--- config.mk ---
export PLATFORM = sky130hd
export DESIGN_NAME = drbg_request_arbiter
export DESIGN_NICKNAME = d
export VERILOG_FILES = /design/src/rtl/drbg_request_arbiter.sv
export SDC_FILE = /design/constraint.sdc
export NUM_CORES = 1
export LEC_CHECK = 0
export CELL_PAD_IN_SITES_DETAIL_PLACEMENT = 1
export CELL_PAD_IN_SITES_GLOBAL_PLACEMENT = 2
export CORE_MARGIN = 2
export CORE_UTILIZATION = 20
export CTS_CLUSTER_SIZE = 40
export DETAILED_ROUTE_END_ITERATION = 6
export GPL_TIMING_DRIVEN = 0
export HOLD_SLACK_MARGIN = 0.1
export PLACE_DENSITY = 0.77
export SYNTH_ARGS = -nofsm -noshare
export SYNTH_HDL_FRONTEND = slang
export SYNTH_SLANG_ARGS = --single-unit
--- constraint.sdc ---
create_clock -name clk -period 2.4 [get_ports clk]
set_clock_uncertainty 0.05 [all_clocks]
set_input_delay 0.6 -clock clk [delete_from_list [all_inputs] [get_ports clk]]
set_output_delay 0.6 -clock clk [all_outputs]
set_load 0.01 [all_outputs]
--- src/rtl/drbg_request_arbiter.sv ---
// Arbitrates two consumers onto one DRBG. A reseed request takes priority over generate requests,
// and every wait on the DRBG is bounded by a timeout counter.
module drbg_request_arbiter #(
    parameter int DATA_WIDTH = 256,
    parameter int TIMEOUT    = 4096
) (
    input  logic                  clk,
    input  logic                  reset,
    input  logic                  frame_start,
    input  logic [1:0]            req,
    output logic [1:0]            gnt_valid,
    output logic [DATA_WIDTH-1:0] data_out,
    output logic                  drbg_next_seed,
    output logic                  drbg_next_bits,
    input  logic [DATA_WIDTH-1:0] drbg_random_bits,
    input  logic                  drbg_bits_ready,
    input  logic                  drbg_init_ready,
    input  logic                  drbg_busy,
    output logic                  reseed_pending,
    output logic                  timeout_err
);

    localparam int CW = (TIMEOUT > 2) ? $clog2(TIMEOUT) : 1;

    typedef enum logic [2:0] {
        IDLE, RESEED, WAIT_SEED, ISSUE, WAIT_BITS, DELIVER
    } state_t;

    state_t                state_q, state_d;
    logic [CW-1:0]         cnt_q, cnt_d;
    logic                  owner_q, owner_d;
    logic                  last_owner_q, last_owner_d;
    logic                  pending_q, pending_d;
    logic                  err_q, err_d;
    logic                  seen_busy_q, seen_busy_d;
    logic [DATA_WIDTH-1:0] data_q, data_d;
    logic                  timeout_hit;
    logic                  reseed_req;

    assign timeout_hit = (cnt_q == CW'(TIMEOUT - 1));
    // A pulse arriving in IDLE is honoured the same cycle, so reseed still beats a coincident request.
    assign reseed_req  = pending_q | frame_start;

    always_comb begin
        state_d        = state_q;
        cnt_d          = '0;
        owner_d        = owner_q;
        last_owner_d   = last_owner_q;
        pending_d      = pending_q | frame_start;
        err_d          = err_q;
        seen_busy_d    = 1'b0;
        data_d         = data_q;
        gnt_valid      = 2'b00;
        drbg_next_seed = 1'b0;
        drbg_next_bits = 1'b0;

        case (state_q)
            IDLE: begin
                if (reseed_req && !drbg_busy) begin
                    state_d   = RESEED;
                    pending_d = 1'b0;
                end else if ((|req) && drbg_init_ready && !drbg_busy) begin
                    state_d = ISSUE;
                    owner_d = (req == 2'b11) ? ~last_owner_q : req[1];
                end
            end
            RESEED: begin
                drbg_next_seed = 1'b1;
                state_d        = WAIT_SEED;
            end
            WAIT_SEED: begin
                seen_busy_d = seen_busy_q | drbg_busy;
                if (seen_busy_q && !drbg_busy && drbg_init_ready) begin
                    state_d = IDLE;
                end else if (timeout_hit) begin
                    err_d   = 1'b1;
                    state_d = IDLE;
                end else begin
                    cnt_d = cnt_q + CW'(1);
                end
            end
            ISSUE: begin
                drbg_next_bits = 1'b1;
                state_d        = WAIT_BITS;
            end
            WAIT_BITS: begin
                if (drbg_bits_ready) begin
                    data_d  = drbg_random_bits;
                    state_d = DELIVER;
                end else if (timeout_hit) begin
                    err_d   = 1'b1;
                    state_d = IDLE;
                end else begin
                    cnt_d = cnt_q + CW'(1);
                end
            end
            DELIVER: begin
                gnt_valid    = owner_q ? 2'b10 : 2'b01;
                last_owner_d = owner_q;
                state_d      = IDLE;
            end
            default: state_d = IDLE;
        endcase
    end

    always_ff @(posedge clk) begin
        if (reset) begin
            state_q      <= IDLE;
            cnt_q        <= '0;
            owner_q      <= 1'b0;
            last_owner_q <= 1'b1;
            pending_q    <= 1'b0;
            err_q        <= 1'b0;
            seen_busy_q  <= 1'b0;
            data_q       <= '0;
        end else begin
            state_q      <= state_d;
            cnt_q        <= cnt_d;
            owner_q      <= owner_d;
            last_owner_q <= last_owner_d;
            pending_q    <= pending_d;
            err_q        <= err_d;
            seen_busy_q  <= seen_busy_d;
            data_q       <= data_d;
        end
    end

    assign data_out       = data_q;
    assign reseed_pending = pending_q;
    assign timeout_err    = err_q;

endmodule

==> results of run 1 <==
[through the flow]
| step | setup TNS [ns] | std cells | cell area [um2] |
|---|---|---|---|
| 2_1_floorplan | 0 | 1215 | 9790 |
| 3_3_place_gp | -90.24 | 2362 | 15800 |
| 3_5_place_dp | -99.34 | 2362 | 15800 |
| 4_1_cts | 0 | 2421 | 17000 |
| 5_1_grt | 0 | 2424 | 17000 |
| 6_report | 0 | 2425 | 17000 |
[metal layers]
metal | share of wire | vias to the layer above
met2 | 0.50 | 270
li1 | - | 5064
met3 | 0.062 | 61
met1 | 0.41 | 4853
met4 | 0.025 | 4
met5 | 0.00064 | -
[sequential cells by signal, summed over array words and instances (netlist names)]
name / count
cnt_q: 12
seen_busy_q: 1
reseed_pending: 1
state_q: 3
data_out: 256
timeout_err: 1
last_owner_q: 1
owner_q: 1
[worst paths after layout]
check / startpoint / end / slack (ns) / cells past startpoint
min: data_out[210]$_SDFFE_PP0P_ / data_out[210]$_SDFFE_PP0P_ / 0.40 / 2
max reg2reg: state_q[1]$_SDFFE_PP0P_ / data_out[73]$_SDFFE_PP0P_ / 0.37 / 7
min reg2reg: data_out[210]$_SDFFE_PP0P_ / data_out[210]$_SDFFE_PP0P_ / 0.40 / 2
max: state_q[1]$_SDFFE_PP0P_ / gnt_valid[1] / 0.11 / 4
[layout make-up]
type | instances | area, um2 | area share
inverter | 4 | 15.0 | 0.000883
clock inverter | 4 | 76.3 | 0.00449
buffer | 89 | 572 | 0.0336
clock buffer | 55 | 1080 | 0.0637
sequential | 276 | 5530 | 0.325
multi-input combinational | 846 | 3690 | 0.217
tap | 622 | 778 | 0.0458
antenna | 4 | 10.0 | 0.000589
timing repair buffer | 525 | 5250 | 0.309
[timing repair]
action | in CTS | in global routing
hold buffers | 0 | 0
setup endpoints to repair | 22 | 44
resized for setup | 11 | 8
[layout by cell type (no fill, tap or decap), types with 6 or more instances in the layout]
| cell | synthesis | final |
|---|---|---|
| a21oi_1 | 256 | 256 |
| buf_2 | 14 | 14 |
| buf_6 | 27 | 27 |
| clkbuf_1 | 47 | 51 |
| clkbuf_16 | 0 | 37 |
| clkbuf_8 | 0 | 9 |
| clkdlybuf4s50_1 | 0 | 521 |
| dfxtp_1 | 276 | 275 |
| nand2_1 | 518 | 518 |
| nor2_1 | 21 | 21 |
| xnor2_1 | 6 | 6 |
[critical path, cell delays in order (launching register included)]
cell and delay, ns:
dfxtp_1 0.29, buf_2 0.16, nor2b_1 0.15, and3_1 0.19, dlygate4sd2_1 0.31
[power groups by stage]
| stage | Combinational [W] | Sequential (W) | Clock, W |
|---|---|---|---|
| final | 0.00117 | 0.00474 | 0.00535 |
| after global routing | 0.00127 | 0.00475 | 0.00570 |
| after CTS | 0.00119 | 0.00474 | 0.00556 |
| after detailed placement | 0.00118 | 0.00484 | 0 |
| after global placement | 0.00117 | 0.00483 | 0 |
| after floorplan | 0.000352 | 0.00487 | 0 |
[cell families after synthesis]
logic type                 share of synthesized area
AOI/OAI and AO/OA                              0.140
DFF                                            0.565
buffers and inverters                         0.0586
adders and majority gates                    0.00128
xor gates and xnor gates                     0.00895
muxes                                        0.00102
and+or+nand+nor                                0.226
==> summary by stage, run 1 <==
Placement
The worst setup slack after placement is -0.607 ns. Port buffering added 525 buffers. At the end of routability-driven placement, the weighted congestion stood at 0.778.

The HPWL after detailed placement is roughly 34 mm.

Worst setup path
The worst path required time is 1.75 ns. The maximum net fanout on the critical path is 10. The kind of end point of the critical path is a primary output. The worst setup path is launched from a flop.

The startpoint-to-endpoint class of the critical path is reg -> out. The data arrival time of the critical path is 1.64 ns.

Power and ir drop
The net switching power of the design is 0.00260 W. Summed over all cells, the static leakage comes to 5.67 nW. The worst-case IR drop observed on VDD is ~0.38 mV.

The clock share of power is 0.475. The completed layout was analyzed and its total power is 0.0113 W. Cell internal power was estimated by the tool at 0.00865 W. The sequential share of power is 0.421. The fraction of power spent switching nets is 0.231. For this design the ratio of total power to cell area is 662 nW/um2. The combinational power share is 0.104.

Clock network
The number of setup buffers added after CTS is 0. The number of buffers created by CTS is 35. The buffer depth of the longest clock path is 3. The maximum level of the CTS H-tree is 2. The clock input transition at the sequential cells of the worst setup and hold paths is ~0.05 ns. The clock drives 276 sinks. The cell sitting at the root of the clock tree is a clkbuf_16. The TritonCTS clock tree is yes.

The later pin in the worst-skew pair is clocked with a latency of roughly 0.53 ns.

Drt
For this block, the routed nets add up to about 43 mm of wire. Using the TritonRoute via totals, the vias-per-cell ratio works out to between 4 and 5. The total DRC errors in the routed layout is 0. Once detail routing completed, the nets flagged for antenna violations numbered 0.

The average wire per standard cell is 17.9 um. The total via count in the routed design is 10.3k. The iteration-0 DRC count of the detailed router is ~250. The number of detailed-route iterations in the first pass is 4.

Die
The width of the chip is 225 um. The die is approximately 230 um tall. The die covers 50700 um2. The initial core utilization is 0.201. The number of top-level pins is 526. The area of the core is roughly 49000 um2. After floorplanning, the core was divided into 81 placement rows.

STA
Setup violations remaining at the end of the flow were counted as 0. The worst pin sits at a relative slew slack of 0.500. The final-report max-slew violation count is 0.

The timing-limited maximum frequency is 0.437 GHz. Setup repair after global routing left no endpoint under its margin. Dividing the final minimum period by the clock period gives 0.954.

After layout, the worst setup slack is 0.111 ns. After layout, the minimum clock period comes to 2.29 ns. The number of hold-slack violations in the final timing report was 0. The minimum hold slack is roughly 0.4 ns. The transition time at the pin with the least slew margin is 0.750 ns.

Finish
The net count of the finished layout is 2042. The area growth from synthesis to layout is 73.7%. The fraction of layout cells with a size suffix above 1 is 0.0561. At the end of the flow the core is filled with cells to 0.349. The layout has 5817 filler cells.

Yosys
Counting flops with an async set or reset pin after synthesis yields a share of 0. The number of warnings printed during yosys synthesis is 0. The number of distinct library cell variants in the gate-level netlist after synthesis is 36. The top flip-flop cell by instance count after synthesis is dfxtp_1. The post-synthesis instance area is 9790 um2.

The synthesized design spends more area on one cell type than any other, namely dfxtp_1. The most frequently used cell type in the post-synthesis netlist is nand2_1. The sequential share of the synthesized area is 0.565. The share of synthesized area in the top cell type comes to 0.565. Counting every instance in the synthesized netlist gives 1215.

The synthesized net count is 1480. The synthesized design contains 0 enable-type register cells. Counting flops and latches in the post-synthesis netlist gives 276.

Yosys attributes the largest share of cell area to dfxtp_1 (56%), nand2_1 (20%), a21oi_1 (13%), buf_6 (3.1%), clkbuf_1 (1.8%). The mean instance size in the synthesized netlist is 8.05 um2. The commonest cells after synthesis are nand2_1 (518), dfxtp_1 (276), a21oi_1 (256).

Global route
The first global-routing pass estimated ~64 mm of wire. The total grt overflow is 0. The initial antenna violation count is 5. The pin count of the biggest net entering global routing is 12.

In the global route stage, overall resource usage came out at 0.165. The via count of the first global-routing pass is 10.6k. For this run, global-route usage on met2 was measured as 0.295. The layer with the highest usage after global routing is met2. For this run, global-route usage on met1 was measured as 0.191.

For met3 alone, demand over resource in global routing was 0.0402.

Run
Across the run, the number of max-cap violations was 0.

Hold path
The path class of the tightest hold or removal check is reg -> reg.

Status
The flow ran to the end, and the final reports show no timing, DRC or antenna violations.
Note: power is estimated with default switching activity, not from simulation.
==> run 2, diff against run 1 <==
--- a/config.mk
+++ b/config.mk
@@ -7,13 +7,14 @@
 export LEC_CHECK = 0
 export CELL_PAD_IN_SITES_DETAIL_PLACEMENT = 1
 export CELL_PAD_IN_SITES_GLOBAL_PLACEMENT = 2
-export CORE_MARGIN = 2
-export CORE_UTILIZATION = 20
+export CORE_AREA = 2 2 203 205
 export CTS_CLUSTER_SIZE = 40
 export DETAILED_ROUTE_END_ITERATION = 6
+export DIE_AREA = 0 0 205 207
+export DONT_BUFFER_PORTS = 1
 export GPL_TIMING_DRIVEN = 0
 export HOLD_SLACK_MARGIN = 0.1
-export PLACE_DENSITY = 0.77
+export PLACE_DENSITY = 0.6
 export SYNTH_ARGS = -nofsm -noshare
 export SYNTH_HDL_FRONTEND = slang
 export SYNTH_SLANG_ARGS = --single-unit
==> summary by stage, run 2 (same netlist as run 1, synthesis figures left out) <==
Finish
Summing all non-filler instances in the final layout gives an area of 11500 um2. Of the cells placed in the final design, the portion with a size suffix greater than 1 is 0.0708. The flip-flop count of the largest register after layout is 256. The number of fill cells is 4844. Leaving out fill and tap cells, the most frequent cells in the layout are nand2_1 (518), dfxtp_1 (276), a21oi_1 (256), clkbuf_1 (58), clkbuf_16 (37). The number of cells in the finished layout apart from fillers is 1804. The library cell used most frequently in the layout, excluding fill and tap cells, is nand2_1.

The net total in the final layout is 1516. The final core utilization is 0.285. The multi-input combinational cells in the finished layout cover a total of 3690 um2.

The sequential cells in the finished layout cover a total of around 5500 um2. From synthesis to final layout, the design area changed by 17.5%.

Global route
The total grt overflow is 0. The via count of the first global-routing pass is 8324. The initial antenna violation count came to 1. For this run, the total global-route usage over all layers was measured as 0.169. Entering global routing, the biggest net connects 12 pins. The first global-routing pass estimated between 50 and 60 mm of wire.

Drt
The routed design has roughly 37 mm of wire. The iteration-0 DRC count of the detailed router is 315. Dividing the detail-routed via count by the number of cells gives 4.57. The total routed wire length on the met1 layer is approximately 14 mm. The total DRC errors in the routed layout is 0. The number of nets still failing antenna checks after routing is 0. Across all layers, the routed design uses 8248 vias. Before antenna repair, the detailed router went through 4 iterations. The total met2 wirelength after detailed routing is 18.4 mm. The average wire per standard cell is 20.8 um. Summed over all nets, wire length on met3 after detailed routing comes to 3.90 mm. The uppermost layer routed is met4.

Worst setup path
The signal on the critical path passes through buf_2 -> or3b_2 -> inv_1. The data arrival time of the critical path is 1.62 ns. The largest stage delay on the critical path is 0.47 ns. The worst setup path is launched from a flop. The kind of end point of the critical path is a primary output.

The depth of the worst register-to-register path is 6. Of all nets on the critical path, the largest fanout is 9. STA puts the critical path data required time at 1.75 ns.

The slowest stage of the critical path belongs to the cell or3b_2. The startpoint-to-endpoint class of the critical path is reg -> out.

Run
The number of violations of the max-capacitance limit is 0.

Placement
The number of placed instances with taps included is 1747. The weighted congestion at the end of routability-driven global placement is 0.766. Detailed placement finished with a half-perimeter wire length of 28.7 mm. The instance area after placement is approximately 10000 um2. The number of input and output port buffers inserted is 0.

Die
For this configuration, the core starts out at a cell density of 0.242. The die footprint is 42400 um2. The area of the core is 40400 um2.

The number of top-level pins is ~530. The die outline height is 207 um. The floorplan has 74 rows. The width of the chip is about 210 um.

Clock network
TritonCTS built the clock tree. Clock tree synthesis inserted a total of 34 buffers. The clock network latency to the later pin of the worst-skew pair is 0.53 ns. The CTS sink count is 276. The CTS root buffer is clkbuf_16. The H-tree was split into 2 levels. The buffer depth of the longest clock path is 3. The clock input transition at the sequential cells of the worst setup and hold paths is about 0.060 ns.

Once the clock tree was built, the setup fixing pass inserted 0 buffers.

STA
For the final routed database, the setup TNS stands at 0 ns. The number of hold-slack violations in the final timing report is 0. Setup violations remaining at the end of the flow were counted as 0. The clock period minus final worst setup slack is ~2.3 ns. The headroom to the max-slew limit is 0.460. On the final layout, the worst hold slack is 0.143 ns. The transition time at the pin with the least slew margin is approximately 0.81 ns.

The final-report max-slew violation count is 0. Setup repair after global routing left no endpoint under its margin. Static timing analysis puts the maximum clock frequency at 0.441 GHz. Of the available clock period, the critical path in the final layout requires 0.946.

Power and ir drop
The total power per unit cell area is 887 nW/um2. The maximum VDD drop is a little over 0.4 mV. Summed over all cells, the static leakage comes to between 3 and 4 nW.

Hold path
Counting instances, the worst hold path has a depth of 2. The tightest min-delay check is of the in -> reg type.

Status
The flow ran to the end, and the final reports show no timing, DRC or antenna violations.
==> run 2: layout make-up <==
cell class	instances	area share
well taps	532	0.0579
plain buffers	89	0.0487
multi-input cells	846	0.321
flip-flops and latches	276	0.481
clock inverters	2	0.00109
clock buffers	54	0.0896
inverters	4	0.00131
diodes	1	0.000218
==> run 2: metrics by stage <==
stage               total power [W]  setup WS, ns
floorplan                   0.00522         0.685
global placement            0.00539        0.0737
detailed placement          0.00540        0.0971
CTS                          0.0104        0.0830
global route                 0.0107        0.0490
finish                       0.0102         0.130
==> run 2: where the power goes <==
part	internal [W]	switching (W)	leakage, nW
clock network	0.00292	0.00200	0.504
registers	0.00468	0.000124	2.22
logic	0.000150	0.000323	0.926
==> run 2: worst max-delay path, delay by kind of cell (launching register included) <==
kind,cells,cell delay [ns]
AND/OR/NAND/NOR,1,0.47
buffers and inverters,2,0.32
flip-flops,1,0.30
==> run 2: routing by layer <==
| layer | vias to the layer above | GRT usage |
|---|---|---|
| li1 | 4004 | - |
| met1 | 3877 | 0.183 |
| met2 | 309 | 0.293 |
| met3 | 58 | 0.0692 |
| met4 | 0 | 0.0645 |
| met5 | - | 0 |
==> run 2: final timing paths <==
check / from / endpoint / slack [ns]
max: state_q[0]$_SDFFE_PP0P_ / drbg_next_seed / 0.13
min: drbg_random_bits[155] / data_out[155]$_SDFFE_PP0P_ / 0.14
max reg2reg: state_q[2]$_SDFFE_PP0P_ / data_out[13]$_SDFFE_PP0P_ / 0.39
min reg2reg: last_owner_q$_SDFFE_PP1N_ / last_owner_q$_SDFFE_PP1N_ / 0.41
==> run 2: what timing repair did <==
action | CTS | global route
endpoints found under the setup margin | 0 | 27
resized for setup | 0 | 4
hold buffers | 0 | 0
